**src/rtl/mem_port_arbiter.sv**
```systemverilog
// mem_port_arbiter: shares one single-port synchronous RAM between the
// instruction fetch (F) and data access (M) stages. Each access holds
// memAddr for LATENCY cycles, then captures memRData into the owner's
// result register and pulses the owner's valid for one cycle.
//
// Optional feature macro: ARB_ROUND_ROBIN_EN
//   defined   : ties go to the requester that was not granted last
//   undefined : fixed priority, M always wins ties
//
// state  | meaning
// IDLE   | no access in flight; arbitrate pending requests
// ACCESS | memory access for the latched owner, cnt counts held cycles
module mem_port_arbiter #(
  parameter int WIDTH            = 16,
  parameter int INSTRUCTIONWIDTH = 24,
  parameter int LATENCY          = 2
) (
  input  logic                        clock,
  input  logic                        reset,
  input  logic                        fetchReq,
  input  logic [WIDTH-1:0]            fetchAddr,
  output logic                        fetchValid,
  output logic [INSTRUCTIONWIDTH-1:0] fetchData,
  input  logic                        dataReq,
  input  logic                        dataWe,
  input  logic [WIDTH-1:0]            dataAddr,
  input  logic [WIDTH-1:0]            dataWData,
  output logic                        dataValid,
  output logic [WIDTH-1:0]            dataRData,
  output logic                        memEnable,
  output logic                        memWe,
  output logic [WIDTH-1:0]            memAddr,
  output logic [WIDTH-1:0]            memWData,
  input  logic [INSTRUCTIONWIDTH-1:0] memRData,
  output logic                        stallF,
  output logic                        stallM
);

  localparam int CNT_W = (LATENCY > 1) ? $clog2(LATENCY) : 1;
  localparam logic [CNT_W-1:0] CNT_LAST = CNT_W'(LATENCY - 1);

  typedef enum logic {IDLE, ACCESS} state_t;

  state_t           state, state_next;
  logic [CNT_W-1:0] cnt;
  logic             owner_m;
  logic             lat_we;
  logic [WIDTH-1:0] lat_addr;
  logic [WIDTH-1:0] lat_wdata;
  logic             done;
  logic             cand_f, cand_m;
  logic             grant, grant_m;
  logic             tie_to_m;

  // A requester whose valid is high is finishing, not asking again, so
  // the stall terms double as the "pending request" terms for arbitration.
  assign stallF = fetchReq & ~fetchValid;
  assign stallM = dataReq & ~dataValid;

`ifdef ARB_ROUND_ROBIN_EN
  logic last_m;

  // Remember the most recent grant so a tie favours the other requester.
  always_ff @(posedge clock or negedge reset) begin
    if (!reset)     last_m <= 1'b0;
    else if (grant) last_m <= grant_m;
  end

  assign tie_to_m = ~last_m;
`else
  assign tie_to_m = 1'b1;
`endif

  // Arbitration, next state and memory-side outputs.
  always_comb begin
    state_next = state;
    done       = (state == ACCESS) && (cnt == CNT_LAST);
    cand_f     = stallF;
    cand_m     = stallM;
    memEnable  = 1'b0;
    memWe      = 1'b0;
    memAddr    = '0;
    memWData   = '0;
    // The completing requester's req still belongs to the finished access.
    if (done) begin
      if (owner_m) cand_m = 1'b0;
      else         cand_f = 1'b0;
    end
    grant   = ((state == IDLE) || done) && (cand_f || cand_m);
    grant_m = cand_m && (!cand_f || tie_to_m);
    case (state)
      IDLE: begin
        if (grant) state_next = ACCESS;
      end
      ACCESS: begin
        memEnable = 1'b1;
        memWe     = (cnt == '0) && owner_m && lat_we;
        memAddr   = lat_addr;
        memWData  = lat_wdata;
        if (done) state_next = grant ? ACCESS : IDLE;
      end
      default: state_next = IDLE;
    endcase
  end

  // State register.
  always_ff @(posedge clock or negedge reset) begin
    if (!reset) state <= IDLE;
    else        state <= state_next;
  end

  // Access latch, latency counter, result capture and valid pulses.
  always_ff @(posedge clock or negedge reset) begin
    if (!reset) begin
      cnt        <= '0;
      owner_m    <= 1'b0;
      lat_we     <= 1'b0;
      lat_addr   <= '0;
      lat_wdata  <= '0;
      fetchValid <= 1'b0;
      dataValid  <= 1'b0;
      fetchData  <= '0;
      dataRData  <= '0;
    end else begin
      fetchValid <= 1'b0;
      dataValid  <= 1'b0;
      if (done) begin
        if (owner_m) begin
          dataValid <= 1'b1;
          if (!lat_we) dataRData <= memRData[WIDTH-1:0];
        end else begin
          fetchValid <= 1'b1;
          fetchData  <= memRData;
        end
      end
      if (grant) begin
        cnt       <= '0;
        owner_m   <= grant_m;
        lat_we    <= grant_m & dataWe;
        lat_addr  <= grant_m ? dataAddr : fetchAddr;
        lat_wdata <= grant_m ? dataWData : '0;
      end else if (state == ACCESS) begin
        cnt <= cnt + 1'b1;
      end
    end
  end

`ifndef SYNTHESIS
  // The owner must keep its request up until its access completes.
  always @(posedge clock) begin
    if (reset && (state == ACCESS))
      assert (owner_m ? dataReq : fetchReq);
  end
`endif

endmodule

```
**config.mk**
```make
export PLATFORM = sky130hd
export DESIGN_NAME = mem_port_arbiter
export DESIGN_NICKNAME = d
export VERILOG_FILES = /design/src/rtl/mem_port_arbiter.sv
export SDC_FILE = /design/constraint.sdc
export NUM_CORES = 1
export LEC_CHECK = 0
export BUFFER_PORTS_ARGS = -buffer_cell sky130_fd_sc_hd__buf_4
export CAP_MARGIN = 20
export CORE_ASPECT_RATIO = 1.25
export CORE_MARGIN = 5
export CORE_UTILIZATION = 46
export CTS_CLUSTER_DIAMETER = 80
export CTS_CLUSTER_SIZE = 24
export DETAILED_ROUTE_END_ITERATION = 16
export PLACE_DENSITY_LB_ADDON = 0.1
export SLEW_MARGIN = 20
export SYNTH_ARGS = -nofsm -noshare
export SYNTH_HDL_FRONTEND = slang
export SYNTH_SLANG_ARGS = --single-unit
export TNS_END_PERCENT = 100
```
**constraint.sdc**
```tcl
create_clock -name clock -period 1.88 [get_ports clock]
set_input_delay 0.094 -clock clock [delete_from_list [all_inputs] [get_ports clock]]
set_output_delay 0.094 -clock clock [all_outputs]
set_load 0.005 [all_outputs]
```
==> flow_summary.ini <==
[outcome]
outcome = complete, no violations

[layout]
layout-drive-gt1-share_pct = 41.2
final_common_cell = buf_4
nets = 562
syn_to_final_growth_pct = 57.9
multi_input_area_um2 = 1190
seq_area_um2 = 1950
layout_common_cells = buf_4, dfrtp_1, nand2_1
fill_cells = 492
antenna_cells = 0
finalInstanceArea_um2 = 5140

[power]
pwr-share-comb_pct = 48.2
switchingPower_uw = 2800
fin_total_pwr_uw = 8300
p_sw_share_pct = 33.7
p_clk_share_pct = 16.6
internal-power_uw = 5500
p_seq_share_pct = 35.1
leakage_uw = 0.00258
powerDensity_nw_per_um2 = 1610
ir_worst_vdd_mv = 1.01

[place]
pre_cts_ws_ps = 124
io_buffers = 154
finalWeightedCongestion = 0.760
dp_hpwl_um = 6240
place_area_um2 = 4500

[clock_network]
cts_tree = built
path_clk_slew_ps = 80
cts_buffers = 9
clockRootBuffer = clkbuf_8
clock_path_buffers = 2
cts_sinks = 78
cts_htree_levels = 3
clkLatencyLatePin_ps = 340

[synth]
yosysSeqAreaShare_pct = 60.0
synth_fa_ha_area_share_pct = 0
synth_edf_count = 0
synth_seq_cells = 78
netlist_instances = 288
synth_area_per_cell_um2 = 11.3
synthXorXnorAreaFrac_pct = 0
async_flop_share_pct = 100
synth-simple-area-share_pct = 17.7
syn-num-nets = 365
synth_area_um2 = 3260
ys.flop_type = dfrtp_1
ys_types = 27
synth_compound_area_share_pct = 13.2
yosysWarnings = 0
synth_top_family_by_area = simple AND/OR/NAND/NOR gates
synthMuxAreaShare_pct = 5.53

[die]
num_io_pins = 155
dieHeight_um = 104
die_w_um = 85.2
die-area_um2 = 8870
initial_core_util_pct = 47.0
std_cell_rows = 34
coreArea_um2 = 6930

[global_routing]
grtUsageTotal_pct = 21.2
grt_pass1_vias = 3081
grt_max_degree = 42
grt-ovfl-total = 0
grt_pass1_wl_um = 15100
antenna_found_initial = 0

[sta]
maxSlewHeadroom_pct = 64.7
setup_violations = 0
tns_ps = 0
slew_viol_final = 0
fmax_ghz = 0.575
worst_pin_slew_ps = 530
final.period_utilization_pct = 92.5
rsz0062_at_grt = false
setup_slack_ps = 141
fin_crit_ps = 1740
fin_skew_ps = 10.6
hold_viol = 0

[min_path]
min-delay-start = fetchAddr[6]
hold_path_end = lat_addr[6]
holdPathStages = 3
min_path_type = in2reg

[route]
wl_per_cell_um = 15.9
route.detailed.drc = 0
dr_total_vias = 2856
drt-initial-drc-count = 96
vias_per_cell = 4.92
dr.pass1.iters = 4
ant_nets = 0
wl_um = 9210

[critical_path]
worstReg2RegStart = state
start_kind = register
crit_fanout = 21
worst_ep_arrival_time_ps = 2010
required_ps = 2150
worst-r2r-cell-count = 4
r2r_slack_ps = 140
crit_type = reg2reg
r2r-end = lat_wdata[15]
cp-end-kind = register

[job]
maxCapViolCount = 0
[layout make-up]
cell class / count / area share, %
multi-input cells: 188 / 23.1
repair buffers: 205 / 32.2
clock buffers: 10 / 2.48
well taps: 90 / 2.19
clock inverters: 6 / 1.83
flip-flops and latches: 78 / 38.0
inverters: 3 / 0.219
[worst max path at each step]
stage,from,to,slack [ps]
2_1_floorplan,state,dataRData[10],280
3_3_place_gp,cnt,lat_wdata[6],220
3_5_place_dp,state,lat_wdata[8],120
4_1_cts,state,lat_wdata[8],110
5_1_grt,cnt,lat_wdata[1],40
6_report,state,lat_wdata[15],140
[stage by stage]
step                hold slack [ps]  utilization [%]  cells
CTS                            46.4             74.1    580
global placement               89.9             64.9    522
floorplan                      -202                -    288
finish                         67.0             74.1    580
global route                   55.1             74.1    580
detailed placement             93.1             64.9    522
[cells by family (layout without fill, tap and decap cells)]
group,Yosys count,in the layout
AND/OR/NAND/NOR,118,118
flip-flops,78,78
AO/OA/AOI/OAI,54,54
buffers and inverters,22,224
multiplexers,16,16
[routing by layer]
layer  routed length, um  part of all wire, %  track usage [%]  vias to the layer above
li1                    -                    -                -                     1383
met1                3610                   39             25.8                     1365
met2                4830                   52             35.7                       94
met3                 601                  6.5             5.39                       14
met4                 176                  1.9             8.14                        0
met5                   0                    0                0                        -
[critical path, stage by stage (launching register included)]
cell and delay, ps:
dfrtp_1 420, and3_4 230, nand2b_4 280, a21o_1 500
a22o_1 230
[state kept, by name (all words and copies together) (netlist names)]
register and cells:
cnt 1, dataRData 16, dataValid 1, fetchData 24, fetchValid 1, lat_addr 16
lat_wdata 16, lat_we 1, owner_m 1, state 1
[power groups by stage]
stage                     clock network, uW  registers, uW  logic (uW)
after floorplan                           0           2890        2120
after global placement                    0           2900        3880
after detailed placement                  0           2930        3980
after CTS                              1420           2900        4060
after global routing                   1500           3010        4390
final                                  1380           2910        4000
[synth_stat cells, types with 2 or more instances]
cell | instances | share of area (%)
inv_2 | 2 | 0.23
buf_4 | 4 | 0.92
nand2_1 | 74 | 8.5
o21ai_0 | 2 | 0.31
buf_6 | 2 | 0.69
and2_1 | 32 | 6.1
buf_2 | 4 | 0.61
mux2_2 | 16 | 5.5
nand2b_1 | 4 | 0.77
clkbuf_1 | 9 | 1.0
dfrtp_1 | 78 | 60
a22o_1 | 17 | 4.6
o22ai_1 | 16 | 3.1
a2bb2oi_1 | 15 | 4.0
[what timing repair did]
item                                   in CTS  in global routing
resized for setup                           0                  0
endpoints found under the hold margin      93                  0
hold buffers                               42                  0
setup buffers                               0                  0
(Power assumes the default switching activity.)
